[src/rtl/a2g_rst_pkg.sv]
// Shared definitions for the datapath reset sequencer: FSM encoding and
// the bit layout of the control and status registers.
package a2g_rst_pkg;

  typedef enum logic [2:0] {
    ST_IDLE   = 3'd0,
    ST_ASSERT = 3'd1,
    ST_STEP   = 3'd2,
    ST_WAIT   = 3'd3,
    ST_DONE   = 3'd4,
    ST_ERROR  = 3'd5
  } seq_state_e;

  localparam int DEF_TIMEOUT_CYC = 1024;

  localparam int CTRL_START_BIT = 0;
  localparam int CTRL_ABORT_BIT = 1;
  localparam int CTRL_HOLD_LSB  = 8;
  localparam int CTRL_MASK_LSB  = 16;

  localparam int STAT_BUSY_BIT  = 0;
  localparam int STAT_DONE_BIT  = 1;
  localparam int STAT_ERROR_BIT = 2;
  localparam int STAT_FAIL_LSB  = 4;
  localparam int STAT_RST_LSB   = 8;
  localparam int STAT_CNT_LSB   = 16;

endpackage

[src/rtl/a2g_rst_sequencer_rise_detect.sv]
// Rising-edge detector for the software start bit. A level that is already
// high when reset releases must fall once before it can trigger.
module rise_detect (
  input  logic clk,
  input  logic rst_n,
  input  logic level,
  output logic pulse
);

  logic level_q;
  logic armed;

  always_ff @(posedge clk or negedge rst_n) begin
    if (!rst_n) begin
      level_q <= 1'b0;
      armed   <= 1'b0;
    end else begin
      level_q <= level;
      if (!level) armed <= 1'b1;
    end
  end

  assign pulse = level & ~level_q & armed;

endmodule

[src/rtl/a2g_rst_sequencer.sv]
// Releases datapath stage resets one at a time in index order, waiting for
// each masked stage to report ready before moving on.
module a2g_rst_sequencer
  import a2g_rst_pkg::*;
#(
  parameter int N_STAGES    = 4,
  parameter int TIMEOUT_CYC = DEF_TIMEOUT_CYC
) (
  input  logic                user_clk,
  input  logic                user_rst_n,
  input  logic [31:0]         ctrl_word,
  input  logic [N_STAGES-1:0] stage_ready,
  output logic [N_STAGES-1:0] stage_rst,
  output logic [31:0]         status_word
);

  localparam int IW = $clog2(N_STAGES);
  localparam int TW = $clog2(TIMEOUT_CYC + 1);
  localparam logic [IW-1:0] LAST_IDX = IW'(N_STAGES - 1);
  localparam logic [TW-1:0] TMO_LAST = TW'(TIMEOUT_CYC - 1);

  seq_state_e          state;
  logic [IW-1:0]       idx;
  logic [7:0]          hold_q;
  logic [7:0]          hold_cnt;
  logic [N_STAGES-1:0] mask_q;
  logic [TW-1:0]       tmo_cnt;
  logic                busy;
  logic                done;
  logic                error;
  logic [2:0]          fail_idx;
  logic [15:0]         seq_cnt;

  logic                start_pulse;
  logic                abort;
  logic [N_STAGES-1:0] eff_mask;
  logic                unused_ctrl;

  rise_detect u_start_edge (
    .clk   (user_clk),
    .rst_n (user_rst_n),
    .level (ctrl_word[CTRL_START_BIT]),
    .pulse (start_pulse)
  );

  assign abort       = ctrl_word[CTRL_ABORT_BIT];
  assign eff_mask    = ctrl_word[CTRL_MASK_LSB +: N_STAGES];
  assign unused_ctrl = ^{ctrl_word[31:24], ctrl_word[23:16], ctrl_word[7:2]};

  always_ff @(posedge user_clk or negedge user_rst_n) begin
    if (!user_rst_n) begin
      state     <= ST_IDLE;
      idx       <= '0;
      hold_q    <= '0;
      hold_cnt  <= '0;
      mask_q    <= '0;
      tmo_cnt   <= '0;
      busy      <= 1'b0;
      done      <= 1'b0;
      error     <= 1'b0;
      fail_idx  <= '0;
      seq_cnt   <= '0;
      stage_rst <= '1;
    end else if (abort) begin
      state     <= ST_IDLE;
      stage_rst <= '1;
      busy      <= 1'b0;
      done      <= 1'b0;
    end else begin
      case (state)
        ST_IDLE, ST_DONE, ST_ERROR: begin
          if (start_pulse) begin
            state     <= ST_ASSERT;
            busy      <= 1'b1;
            done      <= 1'b0;
            error     <= 1'b0;
            fail_idx  <= '0;
            mask_q    <= eff_mask;
            hold_q    <= ctrl_word[CTRL_HOLD_LSB +: 8];
            hold_cnt  <= '0;
            stage_rst <= stage_rst | eff_mask;
          end
        end

        ST_ASSERT: begin
          if (hold_cnt == hold_q) begin
            state <= ST_STEP;
            idx   <= '0;
          end else begin
            hold_cnt <= hold_cnt + 8'd1;
          end
        end

        ST_STEP: begin
          if (mask_q[idx]) begin
            stage_rst[idx] <= 1'b0;
            tmo_cnt        <= '0;
            state          <= ST_WAIT;
          end else if (idx == LAST_IDX) begin
            state <= ST_DONE;
            busy  <= 1'b0;
            done  <= 1'b1;
            if (seq_cnt != 16'hFFFF) seq_cnt <= seq_cnt + 16'd1;
          end else begin
            idx <= idx + 1'b1;
          end
        end

        // Ready is checked before the timeout so a late lock still wins.
        ST_WAIT: begin
          if (stage_ready[idx]) begin
            if (idx == LAST_IDX) begin
              state <= ST_DONE;
              busy  <= 1'b0;
              done  <= 1'b1;
              if (seq_cnt != 16'hFFFF) seq_cnt <= seq_cnt + 16'd1;
            end else begin
              idx   <= idx + 1'b1;
              state <= ST_STEP;
            end
          end else if (tmo_cnt == TMO_LAST) begin
            // A stage that never locked goes back into reset with the rest.
            state          <= ST_ERROR;
            busy           <= 1'b0;
            error          <= 1'b1;
            fail_idx       <= 3'(idx);
            stage_rst[idx] <= 1'b1;
          end else begin
            tmo_cnt <= tmo_cnt + 1'b1;
          end
        end

        default: state <= ST_IDLE;
      endcase
    end
  end

  always_comb begin
    status_word                            = '0;
    status_word[STAT_BUSY_BIT]             = busy;
    status_word[STAT_DONE_BIT]             = done;
    status_word[STAT_ERROR_BIT]            = error;
    status_word[STAT_FAIL_LSB +: 3]        = fail_idx;
    status_word[STAT_RST_LSB +: N_STAGES]  = stage_rst;
    status_word[STAT_CNT_LSB +: 16]        = seq_cnt;
  end

endmodule

[config.mk]
export PLATFORM = sky130hd
export DESIGN_NAME = a2g_rst_sequencer
export DESIGN_NICKNAME = d
export VERILOG_FILES = /design/src/rtl/a2g_rst_pkg.sv /design/src/rtl/a2g_rst_sequencer_rise_detect.sv /design/src/rtl/a2g_rst_sequencer.sv
export SDC_FILE = /design/constraint.sdc
export NUM_CORES = 1
export LEC_CHECK = 0
export ABC_AREA = 1
export CAP_MARGIN = 15
export CORE_ASPECT_RATIO = 1.5
export CORE_MARGIN = 2
export CORE_UTILIZATION = 52
export DETAILED_ROUTE_END_ITERATION = 7
export PLACE_DENSITY = 0.83
export SLEW_MARGIN = 40
export SYNTH_ARGS = -nofsm -noshare
export SYNTH_HDL_FRONTEND = slang
export SYNTH_SLANG_ARGS = --single-unit
[constraint.sdc]
create_clock -name user_clk -period 1.9 [get_ports user_clk]
set_input_delay 0.285 -clock user_clk [delete_from_list [all_inputs] [get_ports user_clk]]
set_output_delay 0.285 -clock user_clk [all_outputs]
set_load 0.01 [all_outputs]
==> results.ini <==
[outcome]
status=finished clean

[layout]
design_area_um2=4640
fin_nets=600
syn_to_final_growth_pct=23.0
drive_gt1_frac=0.127
fillCellCount=599
antennaDiodeCount=0

[sta]
period_share=0.912
fmax_mhz=577
fin_ws_ns=0.167
finalCriticalPeriod_ns=1.73
slew_violations=0
finalSetupViolations=0
relSlewSlack=0.648
fin_worst_skew_ns=0.0123
tightest_slew_ns=0.527
setup_tns_ns=0
hold_viol_final=0
hold_ws_ns=0.419

[global_route]
track_usage=0.239
grt_pass1_wl_um=14800
grt-ovfl-total=0
grt_pass1_vias=3411
met1_usage=0.259
grtUsageMet3=0.0624
grt_max_degree=24
grtUsageMet2=0.426
grt_antenna_before_repair=0
busiest_layer=met2

[setup_path]
crit_path_start=stage_rst[0]
critical_path_required_ns=1.62
slowest_delay_ns=0.56
crit_family=flip-flops
path_depth=1
crit_type=reg2out
end_kind=output port
critPathLaunchType=register
worstPathArrival_ns=1.45
timing.rr.start=seq_cnt[0]
critPathBufInv=1
path_max_fanout=4
cp_cell_sequence=clkdlybuf4s50_1
reg2reg_depth=10
slowest_stage=dfstp_2

[die]
die_area_um2=7960
num_rows=38
ios=74
initial_utilization=0.529
die_y_um=108
core_um2=7130
fp.dieW_um=73.5

[routing]
via_per_inst=5.32
route.vias.total=3404
wl_um=8760
wl_per_cell_um=13.7
drtPass1Iterations=5
drc=0
ant_nets=0
drtIter0Drc=297

[clocking]
root_buffer=clkbuf_8
clk_latency_ns=0.35
cts_tree=yes
h-tree-depth=3
cts_inserted_buffers=9
clk_pin_slew_worst_paths_ns=0.08
cts.sinks=63
clockBufferDepth=2

[logic_synthesis]
synth-seq-cells=63
yosysWarnings=0
ys_types=36
ys_seq_area_frac=0.419
yosys-top-cells-area=dfrtp_1 (39%), nand2_1 (14%), inv_1 (5.7%), nand3_1 (5.2%), o21ai_0 (4.5%)
yosysTopAreaCellShare=0.392
synth_top_cell_by_area=dfrtp_1
synth_cells=493
syn_area_um2=3770
synth_area_per_cell_um2=7.65

[hold_path]
hold_path.startpoint=ctrl_word[0]
min_path_cells=1
min_path_type=in2reg

[power]
powerDensity_nw_per_um2=1050
power_leakage_nw=2.21
ir_drop_uv=527

[placement]
dpl_worst_slack_ns=0.00433
place_hpwl_um=6490
gp_congestion=0.993
port-buffer-count=48
placed_cell_area_um2=4370

[run]
maxCapViolCount=0

registers in the layout, summed over array words and instances (netlist names):
register              cells
busy                      1
stage_rst                 4
seq_cnt                  16
fail_idx                  2
idx                       2
u_start_edge.level_q      1
done                      1
mask_q                    4
error                     1
u_start_edge.armed        1
state                     3
tmo_cnt                  11
hold_q                    8
hold_cnt                  8
per-layer routing:
metal,vias up,routed length [um],part of all wire
li1,1682,-,-
met1,1616,3370,0.38
met2,87,4790,0.55
met3,19,389,0.044
met4,0,211,0.024
met5,-,0,0
cells by family (layout without fill, tap and decap cells):
| logic type | after synthesis | count (layout) | share of synthesized area |
|---|---|---|---|
| adder cells (fa/ha/maj) | 7 | 7 | 0.0232 |
| multiplexers | 3 | 3 | 0.00896 |
| buffers and inverters | 85 | 146 | 0.107 |
| flip-flops | 63 | 63 | 0.419 |
| AO/OA/AOI/OAI | 66 | 66 | 0.0939 |
| other | 1 | 7 | 0.000994 |
| XOR/XNOR | 21 | 21 | 0.0488 |
| AND/OR/NAND/NOR | 247 | 247 | 0.298 |
area by class of cell:
type / instances / area, um2 / area share
multi-input combinational: 351 / 1810 / 0.390
sequential: 63 / 1580 / 0.341
timing repair buffer: 71 / 676 / 0.146
clock buffer: 11 / 141 / 0.0305
tap: 80 / 100 / 0.0216
inverter: 59 / 224 / 0.0483
clock inverter: 5 / 105 / 0.0227
per-stage QoR:
stage                     total power, W  cells   util
after floorplan                  0.00287    499      -
after global placement           0.00334    622  0.613
after detailed placement         0.00341    622  0.613
after CTS                        0.00487    639  0.649
after global routing             0.00519    640  0.651
final                            0.00485    640  0.651
cell usage after synthesis (all sizes together):
library cell  count
o211ai            1
dfrtp            59
a31oi             4
xnor2            10
o211a             1
mux2              3
o21ai            45
nand2           143
xor2             11
dfstp             4
o31ai             3
nor2             37
nor3              9
clkbuf            2
buf              24
nand3b            2
nand3            44
inv              59
ha                7
or2               1
conb              1
a21oi            12
nand4            11
power breakdown:
group / switching (W) / internal, W
Clock: 0.000541 / 0.000908
Combinational: 0.000895 / 0.000663
Sequential: 0.000203 / 0.00164
Total: 0.00164 / 0.00321
cells in the final DEF (no fill, tap or decap), types with 2 or more instances in the layout:
| master | count |
|---|---|
| nand2_1 | 136 |
| dfrtp_1 | 58 |
| inv_1 | 56 |
| clkdlybuf4s50_1 | 47 |
| nand3_1 | 39 |
| o21ai_0 | 34 |
| nor2_1 | 32 |
| buf_4 | 20 |
| o21ai_1 | 11 |
| xor2_1 | 11 |
| a21oi_1 | 11 |
| nand4_1 | 10 |
| xnor2_1 | 10 |
| clkbuf_8 | 10 |
| nor3_1 | 7 |
| ha_1 | 7 |
| conb_1 | 7 |
| nand2_2 | 6 |
| nand3_2 | 4 |
| a31oi_1 | 4 |
| dfstp_2 | 4 |
| nor2_2 | 3 |
| o31ai_1 | 3 |
| mux2_2 | 3 |
| bufinv_16 | 3 |
| inv_2 | 2 |
| nor2_4 | 2 |
| nand3b_1 | 2 |
| nor3_2 | 2 |
| clkinvlp_4 | 2 |
| buf_12 | 2 |
worst paths after layout:
check	end	slack, ns
max	status_word[8]	0.17
min	u_start_edge.level_q	0.42
max reg2reg	seq_cnt[4]	0.17
min reg2reg	error	0.48
max in group asynchronous	idx[0]	0.75
min in group asynchronous	seq_cnt[9]	0.46
timing repair:
item,in CTS,in global routing
setup endpoints to repair,0,6
setup buffers,0,1
gates resized for setup,0,3
hold buffers,1,0
endpoints found under the hold margin,17,0
(Power assumes the default switching activity.)
